--- config.mk ---
export PLATFORM = sky130hd
export DESIGN_NAME = control_unit_mc
export DESIGN_NICKNAME = d
export VERILOG_FILES = /design/src/rtl/control_unit_mc.sv
export SDC_FILE = /design/constraint.sdc
export NUM_CORES = 1
export LEC_CHECK = 0
export CELL_PAD_IN_SITES_DETAIL_PLACEMENT = 1
export CELL_PAD_IN_SITES_GLOBAL_PLACEMENT = 1
export CORE_ASPECT_RATIO = 0.9
export CORE_UTILIZATION = 35
export CTS_CLUSTER_SIZE = 24
export DETAILED_ROUTE_END_ITERATION = 6
export PLACE_DENSITY = 0.84
export SYNTH_ARGS = -nofsm -noshare
export SYNTH_HDL_FRONTEND = slang
export SYNTH_SLANG_ARGS = --single-unit
--- constraint.sdc ---
create_clock -name clock -period 3.8 [get_ports clock]
set_input_delay 0.95 -clock clock [delete_from_list [all_inputs] [get_ports clock]]
set_output_delay 0.95 -clock clock [all_outputs]
set_load 0.02 [all_outputs]
--- src/rtl/control_unit_mc.sv ---
// -----------------------------------------------------------------------------
// control_unit_mc
//   Multicycle control FSM for the 64-bit RISC-V datapath (PC, IR, A/B, ALUOut,
//   MDR, register bank). It fetches and accesses data memory through req/ack
//   handshakes. A bounded wait-state timeout and illegal-opcode detection both
//   lead to a sticky TRAP state. It drives every datapath load enable and mux
//   select.
//
// Optional feature macro: PERF_CNT_EN
//   Defined:   adds cycle_cnt / instret_cnt performance counters (CNT_W bits).
//   Undefined: the counter ports and registers are absent.
//
// Ports
//   clock        in   rising-edge system clock
//   reset        in   asynchronous active-low reset
//   op           in   IR[6:0] opcode
//   funct3       in   IR[14:12]
//   funct7_5     in   IR[30] (selects SUB for R-type funct3=000)
//   zero         in   ALU zero flag
//   imem_req     out  instruction fetch request (held until imem_ack)
//   imem_ack     in   fetch data valid (may arrive in the request cycle)
//   dmem_req     out  data access request (held until dmem_ack)
//   dmem_we      out  1 = store
//   dmem_ack     in   data access done
//   pc_write     out  PC load enable
//   oldpc_load   out  OldPC <= PC
//   ir_load      out  IR <= instruction memory data
//   ab_load      out  A, B <= register bank outputs
//   aluout_load  out  ALUOut load enable
//   mdr_load     out  MDR <= data memory read data
//   rf_write     out  register bank write of rd
//   mux_a_sel    out  0=PC 1=A 2=OldPC
//   mux_b_sel    out  0=B 1=const 4 2=imm 3=imm<<1
//   wb_sel       out  0=ALUOut 1=MDR 2=imm (LUI) 3=PC
//   alu_sel      out  0=ADD 1=SUB 2=AND 3=OR 4=XOR
//   trap         out  sticky trap indication
//   trap_code    out  1=illegal opcode 2=memory timeout
//   busy         out  low only in the post-reset idle cycle and in TRAP
//   cycle_cnt    out  (PERF_CNT_EN) active non-trap cycles, wraps
//   instret_cnt  out  (PERF_CNT_EN) completed instructions, wraps
// -----------------------------------------------------------------------------
module control_unit_mc #(
    parameter int SEL_W   = 3,
    parameter int TIMEOUT = 16,
    parameter int CNT_W   = 32
) (
    input  logic             clock,
    input  logic             reset,
    input  logic [6:0]       op,
    input  logic [2:0]       funct3,
    input  logic             funct7_5,
    input  logic             zero,
    output logic             imem_req,
    input  logic             imem_ack,
    output logic             dmem_req,
    output logic             dmem_we,
    input  logic             dmem_ack,
    output logic             pc_write,
    output logic             oldpc_load,
    output logic             ir_load,
    output logic             ab_load,
    output logic             aluout_load,
    output logic             mdr_load,
    output logic             rf_write,
    output logic [SEL_W-1:0] mux_a_sel,
    output logic [SEL_W-1:0] mux_b_sel,
    output logic [SEL_W-1:0] wb_sel,
    output logic [3:0]       alu_sel,
    output logic             trap,
    output logic [1:0]       trap_code,
    output logic             busy
`ifdef PERF_CNT_EN
    ,
    output logic [CNT_W-1:0] cycle_cnt,
    output logic [CNT_W-1:0] instret_cnt
`endif
);

    localparam int WC_W = (TIMEOUT > 2) ? $clog2(TIMEOUT) : 1;

    localparam logic [6:0] OP_R    = 7'b0110011;
    localparam logic [6:0] OP_ADDI = 7'b0010011;
    localparam logic [6:0] OP_LD   = 7'b0000011;
    localparam logic [6:0] OP_SD   = 7'b0100011;
    localparam logic [6:0] OP_BEQ  = 7'b1100011;
    localparam logic [6:0] OP_JAL  = 7'b1101111;
    localparam logic [6:0] OP_LUI  = 7'b0110111;

    localparam logic [SEL_W-1:0] A_PC     = SEL_W'(0);
    localparam logic [SEL_W-1:0] A_REG    = SEL_W'(1);
    localparam logic [SEL_W-1:0] A_OLDPC  = SEL_W'(2);
    localparam logic [SEL_W-1:0] B_REG    = SEL_W'(0);
    localparam logic [SEL_W-1:0] B_FOUR   = SEL_W'(1);
    localparam logic [SEL_W-1:0] B_IMM    = SEL_W'(2);
    localparam logic [SEL_W-1:0] B_IMM_SH = SEL_W'(3);
    localparam logic [SEL_W-1:0] WB_ALU   = SEL_W'(0);
    localparam logic [SEL_W-1:0] WB_MDR   = SEL_W'(1);
    localparam logic [SEL_W-1:0] WB_IMM   = SEL_W'(2);
    localparam logic [SEL_W-1:0] WB_PC    = SEL_W'(3);

    localparam logic [3:0] ALU_ADD = 4'd0;
    localparam logic [3:0] ALU_SUB = 4'd1;
    localparam logic [3:0] ALU_AND = 4'd2;
    localparam logic [3:0] ALU_OR  = 4'd3;
    localparam logic [3:0] ALU_XOR = 4'd4;

    localparam logic [1:0] TC_NONE    = 2'd0;
    localparam logic [1:0] TC_ILLEGAL = 2'd1;
    localparam logic [1:0] TC_TIMEOUT = 2'd2;

    typedef enum logic [3:0] {
        S_FETCH,
        S_DECODE,
        S_EXEC_R,
        S_EXEC_I,
        S_WB_ALU,
        S_ADDR,
        S_MEM_RD,
        S_WB_MEM,
        S_MEM_WR,
        S_BRANCH,
        S_JAL,
        S_LUI,
        S_TRAP
    } state_t;

    state_t          state;
    state_t          next_state;
    logic            armed;        // 0 only in the first cycle after reset release
    logic [6:0]      op_r;
    logic [2:0]      funct3_r;
    logic            funct7_5_r;
    logic [WC_W-1:0] wait_cnt;
    logic [1:0]      trap_cause;
    logic            mem_wait;
    logic            wait_expired;

    // R-type ALU function from the captured funct fields
    function automatic logic [3:0] r_alu_op(input logic [2:0] f3, input logic f7_5);
        case (f3)
            3'b000:  r_alu_op = f7_5 ? ALU_SUB : ALU_ADD;
            3'b111:  r_alu_op = ALU_AND;
            3'b110:  r_alu_op = ALU_OR;
            3'b100:  r_alu_op = ALU_XOR;
            default: r_alu_op = ALU_ADD;
        endcase
    endfunction

    // A request is outstanding and not satisfied in this cycle; a same-cycle
    // ack always beats the timeout.
    assign mem_wait     = (imem_req && !imem_ack) || (dmem_req && !dmem_ack);
    assign wait_expired = mem_wait && (wait_cnt == WC_W'(TIMEOUT - 1));

    // State register and captured instruction fields
    always_ff @(posedge clock or negedge reset) begin
        if (!reset) begin
            state      <= S_FETCH;
            armed      <= 1'b0;
            wait_cnt   <= '0;
            trap_code  <= TC_NONE;
            op_r       <= '0;
            funct3_r   <= '0;
            funct7_5_r <= 1'b0;
        end else begin
            armed <= 1'b1;
            state <= next_state;
            if (trap_cause != TC_NONE) begin
                trap_code <= trap_cause;
            end
            if (mem_wait && (next_state == state)) begin
                wait_cnt <= wait_cnt + 1'b1;
            end else begin
                wait_cnt <= '0;
            end
            if (state == S_DECODE) begin
                op_r       <= op;
                funct3_r   <= funct3;
                funct7_5_r <= funct7_5;
            end
        end
    end

    // Next-state logic
    always_comb begin
        next_state = state;
        trap_cause = TC_NONE;
        if (armed) begin
            case (state)
                S_FETCH: begin
                    if (imem_ack) begin
                        next_state = S_DECODE;
                    end else if (wait_expired) begin
                        next_state = S_TRAP;
                        trap_cause = TC_TIMEOUT;
                    end
                end
                S_DECODE: begin
                    case (op)
                        OP_R:             next_state = S_EXEC_R;
                        OP_ADDI:          next_state = S_EXEC_I;
                        OP_LD, OP_SD:     next_state = S_ADDR;
                        OP_BEQ:           next_state = S_BRANCH;
                        OP_JAL:           next_state = S_JAL;
                        OP_LUI:           next_state = S_LUI;
                        default: begin
                            next_state = S_TRAP;
                            trap_cause = TC_ILLEGAL;
                        end
                    endcase
                end
                S_EXEC_R, S_EXEC_I: next_state = S_WB_ALU;
                S_ADDR:   next_state = (op_r == OP_LD) ? S_MEM_RD : S_MEM_WR;
                S_MEM_RD, S_MEM_WR: begin
                    if (dmem_ack) begin
                        next_state = (state == S_MEM_RD) ? S_WB_MEM : S_FETCH;
                    end else if (wait_expired) begin
                        next_state = S_TRAP;
                        trap_cause = TC_TIMEOUT;
                    end
                end
                S_WB_ALU, S_WB_MEM, S_BRANCH, S_JAL, S_LUI: next_state = S_FETCH;
                S_TRAP:   next_state = S_TRAP;
                default:  next_state = S_TRAP;
            endcase
        end
    end

    // Output decode: requests and selects follow the state; load strobes that
    // complete a handshake are qualified by the matching ack.
    always_comb begin
        imem_req    = 1'b0;
        dmem_req    = 1'b0;
        dmem_we     = 1'b0;
        pc_write    = 1'b0;
        oldpc_load  = 1'b0;
        ir_load     = 1'b0;
        ab_load     = 1'b0;
        aluout_load = 1'b0;
        mdr_load    = 1'b0;
        rf_write    = 1'b0;
        mux_a_sel   = A_PC;
        mux_b_sel   = B_REG;
        wb_sel      = WB_ALU;
        alu_sel     = ALU_ADD;
        trap        = (state == S_TRAP);
        busy        = armed && (state != S_TRAP);
        if (armed) begin
            case (state)
                S_FETCH: begin
                    imem_req   = 1'b1;
                    mux_a_sel  = A_PC;
                    mux_b_sel  = B_FOUR;
                    alu_sel    = ALU_ADD;
                    ir_load    = imem_ack;
                    oldpc_load = imem_ack;
                    pc_write   = imem_ack;
                end
                S_DECODE: begin
                    // Branch/jump target is precomputed here into ALUOut
                    ab_load     = 1'b1;
                    aluout_load = 1'b1;
                    mux_a_sel   = A_OLDPC;
                    mux_b_sel   = B_IMM_SH;
                    alu_sel     = ALU_ADD;
                end
                S_EXEC_R: begin
                    mux_a_sel   = A_REG;
                    mux_b_sel   = B_REG;
                    alu_sel     = r_alu_op(funct3_r, funct7_5_r);
                    aluout_load = 1'b1;
                end
                S_EXEC_I, S_ADDR: begin
                    mux_a_sel   = A_REG;
                    mux_b_sel   = B_IMM;
                    alu_sel     = ALU_ADD;
                    aluout_load = 1'b1;
                end
                S_WB_ALU: begin
                    rf_write = 1'b1;
                    wb_sel   = WB_ALU;
                end
                S_MEM_RD: begin
                    dmem_req = 1'b1;
                    mdr_load = dmem_ack;
                end
                S_WB_MEM: begin
                    rf_write = 1'b1;
                    wb_sel   = WB_MDR;
                end
                S_MEM_WR: begin
                    dmem_req = 1'b1;
                    dmem_we  = 1'b1;
                end
                S_BRANCH: begin
                    // Compare A-B; the target comes from ALUOut via the PC mux path
                    mux_a_sel = A_REG;
                    mux_b_sel = B_REG;
                    alu_sel   = ALU_SUB;
                    pc_write  = zero;
                end
                S_JAL: begin
                    // PC already holds OldPC+4, which becomes the link value
                    rf_write = 1'b1;
                    wb_sel   = WB_PC;
                    pc_write = 1'b1;
                end
                S_LUI: begin
                    rf_write = 1'b1;
                    wb_sel   = WB_IMM;
                end
                default: ;
            endcase
        end
    end

`ifdef PERF_CNT_EN
    logic retire;

    // An instruction retires when a completing state hands back to FETCH
    assign retire = armed && (state != S_FETCH) && (next_state == S_FETCH);

    always_ff @(posedge clock or negedge reset) begin
        if (!reset) begin
            cycle_cnt   <= '0;
            instret_cnt <= '0;
        end else begin
            if (busy) begin
                cycle_cnt <= cycle_cnt + 1'b1;
            end
            if (retire) begin
                instret_cnt <= instret_cnt + 1'b1;
            end
        end
    end
`endif

endmodule

======== Yosys cells after proc, flatten, opt, wreduce, memory -nomap -nowiden ========
Index checks and enable logic that the tools add are counted.
storage, ports and cells
  register bits after elaboration ......... 22
  latch bits .............................. 0
  memory bits (writable) .................. 0
  bits in read-only memories .............. 0
  memories ................................ 0
operators by class
  add/sub/neg operators ................... 1
  multiply operators ...................... 0
  divide/modulo/power cells ............... 0
  order comparisons ....................... 0
  equal/unequal tests ..................... 26
  shifts and indexed selects .............. 0
  mux-type cells .......................... 43
  bitwise logic cells ..................... 0
  reductions and logical operators ........ 20
operators with widths
  kind                   count
  $pmux W4 S6            2
  $eq A4 B4 Y1 const B   6
  $mux W4                6
  $eq A7 B6 Y1 const B   3
  $mux W1                19
  $pmux W2 S3            3
  $eq A4 B3 Y1 const B   4
  $eq A7 B2 Y1 const B   2
  $eq A7 B7 Y1 const B   2
  $mux W2                7
  $pmux W3 S4            1
  $reduce_or A4 Y1       3
  $eq A3 B3 Y1 const B   3
  $eq A4 B2 Y1 const B   2
  $reduce_or A2 Y1       4
  $eq A7 B5 Y1 const B   1
  $reduce_or A7 Y1       1
  $mux W3                2
  $pmux W3 S2            1
  $logic_and A1 B1 Y1    5
  $reduce_or A5 Y1       1
  $add A4 B1 Y4 const B  1
  $eq A4 B1 Y1 const B   1
  $eq A4 B4 Y1           1
  other kinds (8)        9

======== Logic depth before layout (Yosys ltp) ========
  depth in word-level cells ............... 14
  depth in mapped cells ................... 6

======== Least setup slack after synthesis ========
OpenSTA, ideal clock, no wires.
  kind .................................... input to output
  start ................................... in imem_ack
  end ..................................... out oldpc_load
  arrival ................................. 1574 ps
  data required time ...................... 2850 ps
  path slack .............................. 1276 ps
  stages .................................. 3
  path buffers ............................ 1
  cell sequence ........................... nand2b_1 > nor2b_1 > buf_4
between the ends
  word-level cells in the longest chain between the ends .. 2
RTL lines
  item                  RTL line  source
  start: declaration    54        input logic imem_ack,
  $mux W1 (2 in a row)  -
  end: declaration      59        output logic oldpc_load,
No other way between the ends.

======== Worst setup path in the final report ========
  start ................................... in imem_ack
  end ..................................... out pc_write
between the ends
  word-level cells in the longest chain between the ends .. 2
RTL lines
  item              RTL line  source
  $pmux W1 S3       248       case (state)
  $mux W1           247       if (armed) begin
  end: declaration  58        output logic pc_write,
No other way between the ends.

==> results.ini <==
[sta]
final.setup_skew_ns = 0.005188
maxSlewHeadroom_pct = 34.02
final-max-slew-violation-count = 0
rsz0062_at_grt = no
fin_crit_sh_pct = 89.66
fin_tns_setup_ns = 0
fin_crit_ns = 3.407
tightest_slew_ns = 0.9866
timing.fmax_ghz = 0.2935
setup_viol = 0
final_hold_viol_count = 0

[route]
drc = 0
via_per_inst = 5.459
firstDrtPassIters = 4
dr_total_vias = 1414
drt_iter0_drc = 55
wirelength_um = 3963
ant_nets = 0
wl_per_cell_um = 15.30

[die]
initial_core_util_pct = 36.97
die_w_um = 71.61
die-area_mm2 = 0.004630
core_area_mm2 = 0.004129
io_pins = 43
die_h_um = 64.65
core.rowCount = 22

[setup_path]
crit_buf_inv = 2
required_ns = 2.85
cp-end-kind = output port
worst_path_most_repeated_cell = clkdlybuf4s50_1
cp_max_fo = 3
crit_chain = clkdlybuf4s50_1 -> nand2b_1 -> o21ai_0 -> a32oi_1 -> nor2_1 -> clkdlybuf4s50_1
timing.rr.start = state[3]
path_class = primary input to output port
slowest_stage = clkdlybuf4s50_1
crit_path_start_kind = primary input
reg2reg_depth = 7
max_stage_delay_ns = 0.60
critPathLaunch = imem_ack
critical_path_depth = 6
worstPathArrival_ns = 2.46
crit_family = buffers and inverters

[placement]
port_buffers = 38
dp_hpwl_um = 3007
globalplace.congestion = 0.7717
placedCellCount = 256

[power]
p_leak_nw = 0.7961
p_sw_share_pct = 39.45
p_total_w = 0.0009455
vdd_drop_max_mv = 0.2310
pwr-share-clk_pct = 15.4
p_switching_w = 0.0003730
comb_power_share_pct = 41.5
power.density_mw_per_mm2 = 483.5
sequentialPowerShare_pct = 43.1
p_int_w = 0.0005725

[synth]
synth.yosys.seq_area_share_pct = 36.07
yosys_warnings = 0
syn_area_mm2 = 0.001526
synth_cell_types = 47
synth-xor-area-share_pct = 1.148
synth-simple-area-share_pct = 30.00
synth_adder_area_share_pct = 0.8197
syn_avg_cell_area_um2 = 8.528
synthFlopType = dfrtp_1
muxShareOfSynthArea_pct = 8.033
synth_top_family_by_area = simple AND/OR/NAND/NOR gates
synth_compound_area_share_pct = 16.56
synth_edf_count = 0
async_reset_ff_share_pct = 100.0
synthCells = 179
synth-seq-cells = 22

[grt]
grt_pass1_wl_um = 6582
grt-ovfl-total = 0
track_usage_pct = 17.95
antenna_found_initial = 0
grt_max_degree = 25
grt_pass1_vias = 1372

[finish]
post-route-util_pct = 47.36
layout-drive-gt1-share_pct = 5.213
antennaDiodeCount = 0
nFillCells = 500
nNetsFinal = 230
fin_cells = 259
area_delta_synth_final_pct = 28.12

[clocking]
clkSinkCount = 22
cts_resized = 0
clk_pin_slew_ns = 0.08
cts_tree = yes
cts_max_level = 1
clock_path_buffers = 2
insertion_delay_ns = 0.26
cts_setup_buffers = 0
cts_made_buffers = 3
hold_buffers = 0
cts_root_buf = clkbuf_8

[hold_path]
hp-class = register to register
hold_depth = 1
min-delay-start = wait_cnt[0]

[outcome]
status = finished, final reports clean

[run]
maxCapViolations = 0

==> cells in the final DEF (no fill, tap or decap), types with 4 or more instances in the layout <==
| cell type | count |
|---|---|
| o21ai_1 | 6 |
| clkdlybuf4s50_1 | 38 |
| nand3_1 | 8 |
| conb_1 | 5 |
| dfrtp_1 | 22 |
| o21ai_0 | 4 |
| inv_1 | 6 |
| nor3_1 | 6 |
| mux2_1 | 8 |
| a21oi_1 | 9 |
| nand2b_1 | 7 |
| nor2_1 | 19 |
| nor3b_1 | 4 |
| nand2_1 | 17 |
==> stage by stage <==
step | area [um2] | hold WS [ns] | setup slack, ns
floorplan | 1538 | 0.4387 | 1.276
global placement | 1914 | 0.4573 | 0.4333
detailed placement | 1914 | 0.4695 | 0.4006
CTS | 1956 | 0.4800 | 0.3944
global route | 1956 | 0.4972 | 0.3178
finish | 1956 | 0.4779 | 0.3928
==> cell usage after synthesis (all sizes together), types with 4 or more instances <==
cell    count  area, um2
dfrtp      22      550.5
nor2       19      71.32
nand2      17      63.81
mux2       10      112.6
o21ai      10      50.05
a21oi       9      45.04
buf         9      60.05
nand3       9      50.05
nand2b      7      43.79
inv         6      22.52
nor3        6      30.03
clkbuf      5      18.77
nor3b       4      30.03
==> worst reg2reg max path, cell delays in order, from the launching register on <==
cell	delay [ns]
dfrtp_1	0.53
buf_4	0.26
nor4b_4	0.29
buf_4	0.30
nand3_2	0.12
a2111oi_2	0.35
o21ai_1	0.11
o21ai_1	0.11
==> power groups by stage <==
stage	Sequential (W)	Combinational [W]	Clock [W]
global placement	0.000406	0.000382	0
detailed placement	0.000411	0.000396	0
CTS	0.000406	0.000397	0.000148
finish	0.000407	0.000392	0.000146
global route	0.000423	0.000430	0.000158
floorplan	0.000350	0.000305	0
==> per-layer routing <==
metal	track usage, %	share of wire, %	up-vias
met5	0	0	-
met3	2.799	4.0	2
met4	4.412	0.35	0
met2	29.83	47	36
li1	-	-	687
met1	24.35	48	689
==> cell type report <==
cell class	instances	area, um2	area share [%]
Timing Repair Buffer	40	395.4	20.22
Inverter	7	26.28	1.344
Clock buffer	3	41.29	2.111
Multi-Input combinational cell	139	882.1	45.11
Tap cell	48	60.06	3.071
Sequential cell	22	550.5	28.15
==> sequential cells by signal, indices dropped and copies added (netlist names) <==
signal and count:
trap_code 2, wait_cnt 4, funct7_5_r 1, armed 1, funct3_r 3, op_r 7, state 4
==> cell families (layout without fill, tap and decap cells) <==
group	Yosys count	after routing
AOI/OAI and AO/OA	38	38
xor gates and xnor gates	2	2
adders and majority gates	1	1
buffers and inverters	21	50
DFF	22	22
muxes	11	11
other	2	5
and+or+nand+nor	82	82
==> final timing paths <==
check	slack, ns	end
max	0.39	pc_write
min in group asynchronous	1.22	op_r[1]
min	0.48	wait_cnt[0]
max reg2reg	1.66	state[0]
max in group asynchronous	1.97	funct3_r[0]
min reg2reg	0.48	wait_cnt[0]
No activity file was read; power rests on OpenSTA's default activity.
